File: src/rtl/mdr_pkg.sv
// rtl/mdr_pkg.sv - shared types and helpers for the parametrised multiply/divide/sqrt unit
//
// Holds the operation and FSM state enums and the per-operation iteration
// count used to preload the iteration counter.
package mdr_pkg;

  typedef enum logic [1:0] {
    OP_MUL  = 2'b00,
    OP_DIV  = 2'b01,
    OP_SQRT = 2'b10,
    OP_RSVD = 2'b11
  } op_e;

  typedef enum logic [2:0] {
    S_IDLE,
    S_LOAD_X,
    S_LOAD_Y,
    S_CHECK,
    S_COMPUTE,
    S_FIX,
    S_DONE
  } state_e;

  // Square root retires two radicand bits per iteration; the others one bit.
  function automatic int iter_count(op_e op, int width);
    return (op == OP_SQRT) ? width / 2 : width;
  endfunction

endpackage

File: src/rtl/mdr_iter_core.sv
// rtl/mdr_iter_core.sv - unsigned iterative shift-add multiply, restoring divide, non-restoring sqrt
//
// Ports:
//   clk, rst        clock, asynchronous active-low reset
//   op              operation, held stable by the caller while stepping
//   init            load a/b into the working registers
//   step            perform one iteration
//   a, b            unsigned magnitudes (MUL: a*b, DIV: a/b, SQRT: sqrt(a))
//   raw_result      unsigned product / quotient / root
//   raw_rem         unsigned division or root remainder
module mdr_iter_core
  import mdr_pkg::*;
#(
  parameter int WIDTH = 16
) (
  input  logic               clk,
  input  logic               rst,
  input  op_e                op,
  input  logic               init,
  input  logic               step,
  input  logic [WIDTH-1:0]   a,
  input  logic [WIDTH-1:0]   b,
  output logic [2*WIDTH-1:0] raw_result,
  output logic [WIDTH-1:0]   raw_rem
);

  localparam int HW = WIDTH / 2;
  localparam int RW = HW + 2;   // signed partial remainder of the sqrt

  // MUL: {hi,lo} is the accumulator with the multiplier shifting out of lo.
  // DIV: hi is the partial remainder, lo the dividend shifting into quotient.
  logic [WIDTH-1:0] hi, lo;
  logic [RW-1:0]    sr;         // sqrt partial remainder (two's complement)
  logic [HW-1:0]    sq;         // sqrt partial root
  logic [WIDTH-1:0] sd;         // radicand, consumed two bits at a time

  logic [WIDTH:0]   mul_sum;
  logic [WIDTH:0]   div_sh;
  logic             div_ge;
  logic [WIDTH-1:0] div_diff;
  logic [RW-1:0]    sr_sh, sr_nx;
  logic [HW-1:0]    sq_nx;
  logic [HW:0]      sq_fix;

  always_comb begin
    mul_sum  = {1'b0, hi} + (lo[0] ? {1'b0, a} : '0);
    div_sh   = {hi, lo[WIDTH-1]};
    div_ge   = div_sh >= {1'b0, b};
    div_diff = div_sh[WIDTH-1:0] - b;
    sr_sh    = {sr[HW-1:0], sd[WIDTH-1 -: 2]};
    // Non-restoring step: subtract 4Q+1 after a non-negative remainder,
    // otherwise add 4Q+3.
    sr_nx    = sr[RW-1] ? sr_sh + {sq, 2'b11} : sr_sh - {sq, 2'b01};
    sq_nx    = {sq[HW-2:0], ~sr_nx[RW-1]};
    // A final negative remainder is restored by adding 2Q+1.
    sq_fix   = sr[RW-1] ? sr[HW:0] + {sq, 1'b1} : sr[HW:0];
  end

  always_ff @(posedge clk or negedge rst) begin
    if (!rst) begin
      hi <= '0;
      lo <= '0;
      sr <= '0;
      sq <= '0;
      sd <= '0;
    end else if (init) begin
      hi <= '0;
      lo <= (op == OP_MUL) ? b : a;
      sr <= '0;
      sq <= '0;
      sd <= a;
    end else if (step) begin
      case (op)
        OP_MUL: {hi, lo} <= {mul_sum, lo[WIDTH-1:1]};
        OP_DIV: begin
          hi <= div_ge ? div_diff : div_sh[WIDTH-1:0];
          lo <= {lo[WIDTH-2:0], div_ge};
        end
        OP_SQRT: begin
          sr <= sr_nx;
          sq <= sq_nx;
          sd <= {sd[WIDTH-3:0], 2'b00};
        end
        default: ;
      endcase
    end
  end

  always_comb begin
    raw_result = '0;
    raw_rem    = '0;
    case (op)
      OP_MUL:  raw_result = {hi, lo};
      OP_DIV: begin
        raw_result = {{WIDTH{1'b0}}, lo};
        raw_rem    = hi;
      end
      OP_SQRT: begin
        raw_result = {{(2*WIDTH-HW){1'b0}}, sq};
        raw_rem    = {{(WIDTH-HW-1){1'b0}}, sq_fix};
      end
      default: ;
    endcase
  end

endmodule

File: src/rtl/mdr_param.sv
// rtl/mdr_param.sv - parametrised iterative multiply / divide / square-root coprocessor
//
// WIDTH must be even and at least 4.
// Ports:
//   clk, rst        clock, asynchronous active-low reset
//   start           request pulse, accepted in IDLE or DONE
//   load            operand valid while load_x or load_y is high
//   op              00 MUL, 01 DIV, 10 SQRT, 11 reserved (captured with start)
//   signed_mode     two's-complement operands (captured with start)
//   data            operand bus
//   error           operation failed, valid while ready=1
//   load_x, load_y  waiting for operand X / Y
//   busy            any state other than IDLE and DONE
//   ready           result valid
//   result          product / quotient / root
//   remainder       division or root remainder
module mdr_param
  import mdr_pkg::*;
#(
  parameter int WIDTH = 16
) (
  input  logic               clk,
  input  logic               rst,
  input  logic               start,
  input  logic               load,
  input  logic [1:0]         op,
  input  logic               signed_mode,
  input  logic [WIDTH-1:0]   data,
  output logic               error,
  output logic               load_x,
  output logic               load_y,
  output logic               busy,
  output logic               ready,
  output logic [2*WIDTH-1:0] result,
  output logic [WIDTH-1:0]   remainder
);

  localparam int N_MUL  = iter_count(OP_MUL, WIDTH);
  localparam int N_SQRT = iter_count(OP_SQRT, WIDTH);
  localparam int CW     = $clog2(N_MUL + 1);
  localparam logic [WIDTH-1:0] MIN_NEG = {1'b1, {(WIDTH-1){1'b0}}};

  state_e             state, state_n;
  op_e                op_r;
  logic               sm_r;
  logic [WIDTH-1:0]   x_r, y_r;
  logic               neg_res, neg_rem;
  logic [CW-1:0]      cnt;

  logic               x_neg, y_neg, chk_err;
  logic [WIDTH-1:0]   mag_x, mag_y;
  logic               core_init, core_step;
  logic [2*WIDTH-1:0] raw_result, fix_result;
  logic [WIDTH-1:0]   raw_rem, fix_rem, quo_s;

  always_comb begin
    x_neg   = sm_r & x_r[WIDTH-1];
    y_neg   = sm_r & y_r[WIDTH-1];
    mag_x   = x_neg ? -x_r : x_r;
    mag_y   = y_neg ? -y_r : y_r;
    chk_err = (op_r == OP_RSVD)
            | ((op_r == OP_DIV) & (y_r == '0))
            | ((op_r == OP_DIV) & sm_r & (x_r == MIN_NEG) & (y_r == '1))
            | ((op_r == OP_SQRT) & x_neg);
  end

  always_ff @(posedge clk or negedge rst) begin
    if (!rst) state <= S_IDLE;
    else      state <= state_n;
  end

  always_comb begin
    state_n = state;
    case (state)
      S_IDLE, S_DONE: if (start) state_n = S_LOAD_X;
      S_LOAD_X:       if (load) state_n = (op_r == OP_SQRT) ? S_CHECK : S_LOAD_Y;
      S_LOAD_Y:       if (load) state_n = S_CHECK;
      S_CHECK:        state_n = chk_err ? S_DONE : S_COMPUTE;
      S_COMPUTE:      if (cnt == CW'(1)) state_n = S_FIX;
      S_FIX:          state_n = S_DONE;
      default:        state_n = S_IDLE;
    endcase
  end

  assign core_init = (state == S_CHECK) & ~chk_err;
  assign core_step = (state == S_COMPUTE);

  mdr_iter_core #(.WIDTH(WIDTH)) u_core (
    .clk        (clk),
    .rst        (rst),
    .op         (op_r),
    .init       (core_init),
    .step       (core_step),
    .a          (mag_x),
    .b          (mag_y),
    .raw_result (raw_result),
    .raw_rem    (raw_rem)
  );

  // Sign correction applied in FIX. Signed quotients fit in WIDTH bits once
  // the MIN/-1 case is rejected, so sign-extending quo_s is exact.
  always_comb begin
    fix_result = '0;
    fix_rem    = '0;
    quo_s      = neg_res ? -raw_result[WIDTH-1:0] : raw_result[WIDTH-1:0];
    case (op_r)
      OP_MUL:  fix_result = neg_res ? -raw_result : raw_result;
      OP_DIV: begin
        fix_result = {{WIDTH{sm_r & quo_s[WIDTH-1]}}, quo_s};
        fix_rem    = neg_rem ? -raw_rem : raw_rem;
      end
      OP_SQRT: begin
        fix_result = raw_result;
        fix_rem    = raw_rem;
      end
      default: ;
    endcase
  end

  always_ff @(posedge clk or negedge rst) begin
    if (!rst) begin
      op_r      <= OP_MUL;
      sm_r      <= 1'b0;
      x_r       <= '0;
      y_r       <= '0;
      neg_res   <= 1'b0;
      neg_rem   <= 1'b0;
      cnt       <= '0;
      error     <= 1'b0;
      load_x    <= 1'b0;
      load_y    <= 1'b0;
      busy      <= 1'b0;
      ready     <= 1'b0;
      result    <= '0;
      remainder <= '0;
    end else begin
      // Handshake flags are registered from the next state so they line up
      // with the state they describe.
      load_x <= (state_n == S_LOAD_X);
      load_y <= (state_n == S_LOAD_Y);
      busy   <= (state_n != S_IDLE) && (state_n != S_DONE);
      ready  <= (state_n == S_DONE);
      case (state)
        S_IDLE, S_DONE: begin
          if (start) begin
            op_r  <= op_e'(op);
            sm_r  <= signed_mode;
            error <= 1'b0;
          end
        end
        S_LOAD_X: if (load) x_r <= data;
        S_LOAD_Y: if (load) y_r <= data;
        S_CHECK: begin
          if (chk_err) begin
            error     <= 1'b1;
            result    <= '0;
            remainder <= '0;
          end else begin
            neg_res <= (op_r != OP_SQRT) & (x_neg ^ y_neg);
            neg_rem <= (op_r == OP_DIV) & x_neg;
            cnt     <= (op_r == OP_SQRT) ? CW'(N_SQRT) : CW'(N_MUL);
          end
        end
        S_COMPUTE: cnt <= cnt - 1'b1;
        S_FIX: begin
          result    <= fix_result;
          remainder <= fix_rem;
        end
        default: ;
      endcase
    end
  end

endmodule

File: config.mk
export PLATFORM = sky130hd
export DESIGN_NAME = mdr_param
export DESIGN_NICKNAME = d
export VERILOG_FILES = /design/src/rtl/mdr_pkg.sv /design/src/rtl/mdr_iter_core.sv /design/src/rtl/mdr_param.sv
export SDC_FILE = /design/constraint.sdc
export NUM_CORES = 1
export LEC_CHECK = 0
export ABC_AREA = 1
export CORE_MARGIN = 2
export CORE_UTILIZATION = 45
export CTS_CLUSTER_DIAMETER = 60
export DETAILED_ROUTE_END_ITERATION = 10
export PLACE_DENSITY = 0.75
export SYNTH_ARGS = -nofsm -noshare
export SYNTH_HDL_FRONTEND = slang
export SYNTH_SLANG_ARGS = --single-unit
File: constraint.sdc
create_clock -name clk -period 4.59 [get_ports clk]
set_input_delay 0.459 -clock clk [delete_from_list [all_inputs] [get_ports clk]]
set_output_delay 0.459 -clock clk [all_outputs]
set_load 0.005 [all_outputs]
## Yosys cells after proc, flatten, opt, wreduce, memory -nomap -nowiden

Cells that the tools add are included.

| storage, ports and cells | value |
|---|---|
| output and inout port bits | 53 |
| flip-flop bits (word level) | 164 |

| operators by class | value |
|---|---|
| muxes and demuxes | 46 |
| add/subtract/negate cells | 11 |
| $lt $le $gt $ge | 1 |
| equal/unequal tests | 20 |
| bitwise operators | 17 |
| reductions and logical operators | 21 |

Operators by type and width:

| kind | count |
|---|---|
| 2-to-1 mux 16 bit | 15 |
| one-hot mux 32 bit (3 select lines) | 2 |
| one-hot mux 16 bit (2 select lines) | 5 |
| 2-to-1 mux 32 bit | 2 |
| negation 16 bit | 4 |
| one-hot mux 32 bit (2 select lines) | 1 |
| 2-to-1 mux 10 bit | 4 |
| == test 16 bit, second input constant | 2 |
| negation 32 bit | 1 |
| 2-to-1 mux 8 bit | 3 |
| one-hot mux 3 bit (6 select lines) | 1 |
| adder 16 x 17 -> 17 bit | 1 |
| greater-or-equal comparator 17 x 16 -> 1 bit | 1 |
| zero test 16 bit | 1 |
| AND reduction 2 bit | 8 |
| subtractor 16 bit | 1 |
| == test 3 bit, second input constant | 4 |
| 2-to-1 mux 3 bit | 4 |
| bitwise AND 1 bit | 11 |
| adder 10 bit | 1 |
| 2-to-1 mux 5 bit | 2 |
| one-hot mux 5 bit (2 select lines) | 1 |
| nonzero test 2 bit | 5 |
| subtractor 10 bit | 1 |
| 22 further kinds | 35 |

## Logic depth before layout (Yosys ltp)

Gate-level depths: netlist of run 1.

| logic depth | value |
|---|---|
| depth after elaboration | 10 |
| mapped depth | 25 |
| depth with buffers taken out | 24 |

## By module

Synthesis of run 1 repeated with hierarchy kept, for this count alone.

| second synthesis, totals | value |
|---|---|
| cells, all modules | 2,083 |
| area, all modules | 13,379.1 µm² |

Modules (own cells, without submodules):

| module | cells each | area an instance (µm²) | seq. area each (µm²) | instances |
|---|---|---|---|---|
| mdr_iter_core | 1,109 | 6,820.3 | 1,651.6 | 1 |
| mdr_param | 974 | 6,558.8 | 2,452.4 | 1 |

## Worst setup path before layout of run 1

OpenSTA, ideal clock, no wires.

| path | value |
|---|---|
| path type | register to register |
| start | register y_r[0] |
| end | register u_core.hi[3] |
| data arrival time | 2,992 ps |
| cell stages (with the launch flop) | 23 |
| setup slack | 1,472 ps |
| required time | 4,463 ps |
| cells stage by stage | dfrtp_1 inv_1 ha_1 inv_1 nor3_2 nand3_1 nor3_2 or2_2 xor2_1 inv_1 ha_1 a21o_1 o21ai_0 nand4_1 nand2_1 nand2_1 nand2_2 nand2_4 nor2_4 buf_4 nand2_1 o211ai_1 o21ai_1 |

| on the way | value |
|---|---|
| longest elaborated chain between the ends | 9 |

RTL lines:

| item | RTL line | text |
|---|---|---|
| start, declared | mdr_param.sv:46 | `logic [WIDTH-1:0] x_r, y_r;` |
| start signal, assigned | mdr_param.sv:152 | `S_LOAD_Y: if (load) y_r <= data;` |
| branches (longest 9 deep; another with negation 16 bit) | -- |  |
| end signal, assigned | mdr_iter_core.sv:74 | `OP_MUL: {hi, lo} <= {mul_sum, lo[WIDTH-1:1]};` |
| end signal, assigned | mdr_iter_core.sv:76 | `hi <= div_ge ? div_diff : div_sh[WIDTH-1:0];` |
| end, declared | mdr_iter_core.sv:32 | `logic [WIDTH-1:0] hi, lo;` |

Parallel ways; which one is timed is not known. The select of a mux whose other input is x is not followed.
A chain may end at the register's enable or synchronous reset.

## Worst setup path in the final report of run 1

| path | value |
|---|---|
| start | register y_r[0] |
| end | register u_core.hi[6] |

Same word-level chain as after synthesis.

==> results.txt, run 1 <==
outcome - finished clean
IO Port Bufs - 75
# rows - 61
CP arrival - 4110 ps
Max Fclk - 262.1 MHz
prevailing post-synth register cell - dfrtp_1
share of cells above drive strength 1 - 6.041%
Fill cells - 2739
EDFF count, synth - 0
DRC viols - 0
Setup-failing EPs final - 0
nets - 1925
most used cell, CP - nand2_1
clock net sink count - 164
skew final - 16.42 ps
Setup crit start kind - flop
Power Density - 739.2 nW/um2
post_cts resized - 0
Core Util, Final - 51.25%
Synth cell types - 56
Post-Place Cell Area - 13550 um2
final hold vios - 0
CTS clk-pin slew, worst paths - 70 ps
core box area - 27630 um2
H-tree Lvls - 4
worst path cell trace - inv_1 > ha_1 > inv_1 > nor3_2 > nand3_1 > nor3_2 > nand2_1 > nand2_1 > xor2_1 > inv_1 > ha_1 > nand2_1 > nor2_1 > o21ai_0 > nand4_1 > nand2_1 > nand2_1 > nand2_2 > nand2_4 > nand2_1 > inv_1 > nand2_1 > nand4_1 > o21ai_0
Avg Cell Area, Syn - 6.980 um2
critical-path maximum fanout - 11
synthesized flop and latch total - 164
switch share - 52.75%
Leak - 6.972 nW
setup bufs post-CTS - 0
Worst Max-Slew Pin Slew - 900.4 ps
Final Power - 10.47 mW
crit share post-route - 83.13%
post-route cell area - 14160 um2
Die H - 171.1 um
largest net degree at the start of global routing - 121
synthesized cell area - 12560 um2
Detailed Routing Iterations Pass 1 - 5
initial antenna violation count - 0
clock power share - 14.2%
Critical Setup Path Class - flop to flop
fin crit period - 3816 ps
initial core utilization - 45.48%
Max-cap violations - 0
synth warn - 0
max-slew violations - 0
sequential fraction of the synthesis area - 32.66%
DP HPWL - 28.35 mm
CTS Buf Count - 17
total gr overflow - 0
CP max stage cell - dfrtp_1
Post-Syn Instances - 1800
DR vias/cell - 5.582
Max IR drop VDD - 409.9 uV
CTS tree - done
Crit path largest cell delay - 460 ps
Int Power - 4.946 mW
IO Pins - 76
Die ar. - 29270 um2
crit end category - flop
GR Util All Layers - 26.32%
clock latency on the worst-skew pair - 440 ps
clk root buf - clkbuf_16
setup TNS - 0 ps
DR vias - 12460
RSZ-0062 raised after global routing - no
first-pass GRT wire length - 60.93 mm
Worst Path Required - 4880 ps
hold_ws - 479.7 ps
Initial DRC Count - 1298
sequential power share - 23.9%
Comb power frac - 61.9%
vias in the first global route - 11603
# diodes - 0
Final ANT Viol Nets - 0
area delta synth->final - 12.71%
reg-to-reg slack, setup - 770 ps
switching pwr - 5.522 mW
Max clock buf depth - 2
asr flop ratio synth - 100.0%
Min-Delay Path Class - flop to flop
chip width - 171.1 um
Rel. slew slack - 39.83%
WL per Instance - 16.72 um
gpl congestion - 0.9957
final WL - 37.33 mm
Net Count, Synth - 1884
[layout make-up]
cell class / instances / area, um2 / area share, %
Inverter: 246 / 928.4 / 6.556
Tap cell: 378 / 473.0 / 3.340
Sequential cell: 164 / 4104 / 28.98
Clock buffer: 17 / 425.4 / 3.004
Clock inverter: 15 / 172.7 / 1.219
Timing Repair Buffer: 87 / 857.1 / 6.052
Multi-Input combinational cell: 1325 / 7201 / 50.85
[power by group through the flow]
| stage | sequential [mW] | clock (mW) | combinational (mW) |
|---|---|---|---|
| global route | 2.57 | 1.56 | 7.19 |
| detailed placement | 2.51 | 0 | 6.33 |
| global placement | 2.49 | 0 | 6.26 |
| CTS | 2.49 | 1.50 | 6.37 |
| floorplan | 2.31 | 0 | 4.73 |
| finish | 2.50 | 1.48 | 6.48 |
[cell usage in the layout (no fill, tap or decap), types with 4 or more instances in the layout]
cell	count
inv_6	5
a31oi_1	5
o31ai_1	5
a21o_1	4
o21a_1	4
nor2_2	8
o21ai_1	17
o211ai_1	20
nand2_1	501
inv_1	232
inv_2	10
nand2_2	17
nor3_1	25
a21oi_1	72
o21ai_0	144
nand4_1	37
xor2_1	41
ha_1	57
nor2_4	6
clkdlybuf4s50_1	74
xnor2_1	24
nor3_2	4
nand3_1	125
buf_4	10
a22o_1	6
dfrtp_1	164
or2_2	5
o22ai_1	30
clkbuf_16	17
o21bai_1	6
nand2_4	4
o221ai_1	27
nor2_1	97
[worst max-delay path: cells and delay by family (launching register included)]
family	cells	cell delay [ps]
simple gates	15	1720
buf+inv	4	540
compound gates	2	180
fa+ha+maj	2	520
xor+xnor	1	240
flops	1	460
[layer usage]
layer / GRT usage [%] / share of wire, %
met5: 0 / 0
met4: 10.50 / 3.6
met3: 4.187 / 9.1
met2: 40.36 / 43
met1: 37.12 / 44
[synthesized netlist by cell type, drive strengths merged, types with 6 or more instances]
library cell	n	area [um2]
a21oi	72	360.4
o21bai	7	56.30
clkbuf	31	116.4
o21ai	161	805.8
o22ai	32	212.7
nor2	111	476.7
inv	243	917.1
a22o	6	52.55
buf	34	222.7
dfrtp	164	4104
nor3	32	214.0
nand3	128	663.1
nand2	522	2032
o221ai	27	236.5
ha	58	725.7
xnor2	24	210.2
o211ai	20	150.1
nand4	37	231.5
xor2	41	359.1
[metrics by stage]
stage               std cells  setup WS (ps)
finish                   2232          774.3
global route             2232          430.9
CTS                      2232          779.8
detailed placement       2199          792.9
global placement         2199          858.0
floorplan                1800           1472
[kinds of logic (layout without fill, tap and decap cells)]
logic type	after synthesis	count (layout)	share of synthesized area, %
fa+ha+maj	61	61	6.254
flops	164	164	32.66
xor+xnor	65	65	4.531
buf+inv	311	365	10.09
simple gates	842	842	29.56
mux	1	1	0.08962
compound gates	356	356	16.82
[final timing paths]
check | to | cells after the start | from
worst min register to register | result[26]$_DFFE_PN0P_ | 2 | result[26]$_DFFE_PN0P_
worst max-delay path | u_core.hi[6]$_DFFE_PN0P_ | 24 | y_r[0]$_DFFE_PN0P_
max in group asynchronous | cnt[3]$_DFFE_PN0P_ | 3 | rst
worst min-delay path | result[26]$_DFFE_PN0P_ | 2 | result[26]$_DFFE_PN0P_
worst max register to register | u_core.hi[6]$_DFFE_PN0P_ | 24 | y_r[0]$_DFFE_PN0P_
min in group asynchronous | result[31]$_DFFE_PN0P_ | 2 | rst
[registers in the layout (all words and copies together) (netlist names)]
name and flops:
result 32, remainder 16, u_core.hi 16, u_core.lo 16, u_core.sd 16, x_r 16
y_r 16, u_core.sr 10, u_core.sq 8, cnt 5, state 3, op_r 2
busy 1, error 1, load_x 1, load_y 1, neg_rem 1, neg_res 1
ready 1, sm_r 1
[what timing repair did]
action	4_1_cts	5_1_grt
setup endpoints to repair	0	0
hold buffers	1	0
hold endpoints to repair	44	0
(Power assumes the default switching activity.)
==> run 2: changes to the inputs <==
--- a/config.mk
+++ b/config.mk
@@ -10,7 +10,7 @@
 export CORE_UTILIZATION = 45
 export CTS_CLUSTER_DIAMETER = 60
 export DETAILED_ROUTE_END_ITERATION = 10
-export PLACE_DENSITY = 0.75
+export PLACE_DENSITY = 0.78
 export SYNTH_ARGS = -nofsm -noshare
 export SYNTH_HDL_FRONTEND = slang
 export SYNTH_SLANG_ARGS = --single-unit
==> constraint.sdc (replaced) <==
create_clock -name clk -period 3.2 [get_ports clk]
set_input_delay 0.32 -clock clk [delete_from_list [all_inputs] [get_ports clk]]
set_output_delay 0.32 -clock clk [all_outputs]
set_load 0.005 [all_outputs]
==> run 2 against run 1 <==
First-iteration DRC count decreased by 11%; setup slack got worse by 740 ps; clock-buffer cell count increased by 2; worst hold slack got worse by 38 ps; critical path depth decreased by 2; utilization increased by 4.9 points; die area unchanged; maximum frequency increased by 21%; non-clock buffer count increased by 118; critical endpoint is now u_core.hi[3]$_DFFE_PN0P_.
==> results.txt, run 2 (synthesized netlist as in run 1, its figures left out) <==
outcome - finished clean
Rel. slew slack - 50.24% (+10 points)
Worst Path Required - 3510 ps (-1370 ps)
chip width - 171.1 um (unchanged)
critical-path maximum fanout - 4 (-7)
capture point of the worst reg-to-reg path - u_core.hi[3]$_DFFE_PN0P_
share of cells above drive strength 1 - 15.26% (+9.2 points)
Setup crit start kind - flop
DR vias/cell - 5.558 (-0.44%)
Critical Path Source - y_r[1]$_DFFE_PN0P_
Leak - 7.592 nW (+8.9%)
Max IR drop VDD - 527.0 uV (+29%)
Core Util, Final - 56.11% (+4.9 points)
# rows - 61 (unchanged)
RSZ-0062 raised after global routing - yes
max FFs per register - 32 (unchanged)
final hold vios - 0 (unchanged)
total gr overflow - 0 (unchanged)
Max-cap violations - 0 (unchanged)
Final Power - 17.41 mW (+66%)
fin crit period - 3164 ps (-651.4 ps)
Setup-failing EPs final - 0 (unchanged)
Max clock buf depth - 2 (unchanged)
H-tree Lvls - 4 (unchanged)
Min-Delay Path Class - input port to flop
CTS Buf Count - 17 (unchanged)
Critical Setup Path Class - flop to flop
clock latency on the worst-skew pair - 450 ps (about the same)
CTS tree - done
gpl congestion - 0.9930 (-0.27%)
DP HPWL - 30.19 mm (+6.5%)
crit end category - flop
area delta synth->final - 23.38%
most common cell after layout, fill and taps aside - nand2_1
clk root buf - clkbuf_16
IO Port Bufs - 75 (unchanged)
Die H - 171.1 um (unchanged)
initial antenna violation count - 0 (unchanged)
most frequent cells in the layout - 493 x nand2_1, 224 x inv_1, 164 x dfrtp_1, 125 x buf_4, 124 x o21ai_0
nets - 2043 (+6.1%)
DRC viols - 0 (unchanged)
Power Density - 1123 nW/um2 (+52%)
largest net degree at the start of global routing - 78 (-36%)
skew final - 16.85 ps (+0.4335 ps)
Worst Max-Slew Pin Slew - 746.3 ps (-154.0 ps)
CP arrival - 3470 ps (-640 ps)
clock net sink count - 164 (unchanged)
DR vias - 13061 (+4.8%)
Worst Setup EP - u_core.hi[3]$_DFFE_PN0P_
initial core utilization - 45.48% (unchanged)
WL per Instance - 17.08 um (+2.2%)
Detailed Routing Iterations Pass 1 - 6 (+1)
CTS clk-pin slew, worst paths - 70 ps (about the same)
Most flops, register - result
reg-to-reg slack, setup - 40 ps (-740 ps)
Max Fclk - 316.0 MHz (+21%)
Die ar. - 29270 um2 (unchanged)
crit share post-route - 98.89% (+16 points)
setup TNS - 0 ps (unchanged)
IO Pins - 76 (unchanged)
core box area - 27630 um2 (unchanged)
GR Util All Layers - 27.81% (+1.5 points)
Initial DRC Count - 1159 (-11%)
Final ANT Viol Nets - 0 (unchanged)
max-slew violations - 0 (unchanged)
vias in the first global route - 12127 (+4.5%)
first-pass GRT wire length - 63.83 mm (+4.7%)
FF-to-FF Start - y_r[1]$_DFFE_PN0P_
reg2reg path depth - 22 (-8.3%)
# diodes - 0 (unchanged)
final WL - 40.15 mm (+7.6%)
-- run 2: routing by layer --
layer | wire [um] | vias to the layer above | global-route usage, %
li1 | - | 6289 | -
met1 | 17830 | 6083 | 39.08
met2 | 17820 | 591 | 43.04
met3 | 2889 | 98 | 3.562
met4 | 1606 | 0 | 11.90
met5 | 0 | - | 0
-- run 2: what timing repair did --
| item | in CTS | in global routing |
|---|---|---|
| pin swaps | 14 | 28 |
| hold endpoints to repair | 75 | 0 |
| setup endpoints to repair | 17 | 19 |
| hold buffers | 1 | 0 |
| buffers inserted | 10 | 5 |
| gates resized for setup | 36 | 70 |
-- run 2: cell type report --
class                      instances  area [um2]
fill                            2573       12130
multi-input combinational       1325        7599
sequential                       164        4104
timing repair buffer             205        1772
inverter                         246       933.4
tap                              378       473.0
clock buffer                      19       452.9
clock inverter                    13       168.9
-- run 2: worst min path at each step --
| stage | startpoint | to | slack (ps) | cells past startpoint |
|---|---|---|---|---|
| finish | data[12] | y_r[12]$_DFFE_PN0P_ | 440 | 3 |
| detailed placement | rst | remainder[12]$_DFFE_PN0P_ | 410 | 1 |
| CTS | data[12] | y_r[12]$_DFFE_PN0P_ | 440 | 3 |
| floorplan | rst | busy$_DFF_PN0_ | 20 | 0 |
| global placement | rst | remainder[12]$_DFFE_PN0P_ | 400 | 1 |
| global route | data[11] | y_r[11]$_DFFE_PN0P_ | 480 | 3 |
-- run 2: report_power, final --
part | total (mW) | switching (mW) | internal, mW
registers | 3.52 | 0.744 | 2.78
clock network | 2.25 | 0.965 | 1.28
logic | 11.6 | 6.96 | 4.69
total | 17.4 | 8.67 | 8.75
-- run 2: critical path: stages, from the launching register on --
cell      delay [ps]
dfrtp_1          370
inv_2             70
ha_4             150
inv_2             70
nor3_4            40
buf_4            130
buf_4            120
buf_4            120
nor2_1           110
xor2_1           170
inv_1            130
ha_4             310
nand2_1           70
nor2_1            90
inv_1             60
buf_4            130
nor3_2           180
a211oi_2         120
nand2_4          130
nand2_4           80
buf_6            140
o211ai_1         150
o21ai_1           80
-- run 2: stage by stage --
step	instances	hold slack [ps]	setup slack, ps	area [um2]
5_1_grt	2350	481.4	-188.5	15500
4_1_cts	2346	442.7	-44.64	15200
3_5_place_dp	2303	408.7	-145.2	14370
3_3_place_gp	2303	403.1	-31.11	14370
2_1_floorplan	1800	24.41	81.80	12560
6_report	2350	442.1	35.61	15500
==> run 3: changes to the inputs <==
--- a/config.mk
+++ b/config.mk
@@ -9,6 +9,7 @@
 export CORE_MARGIN = 2
 export CORE_UTILIZATION = 45
 export CTS_CLUSTER_DIAMETER = 60
+export CTS_CLUSTER_SIZE = 30
 export DETAILED_ROUTE_END_ITERATION = 10
 export PLACE_DENSITY = 0.78
 export SYNTH_ARGS = -nofsm -noshare
==> results of run 3 <==
No change in the layout: final DEF, timing and power equal those of run 2.
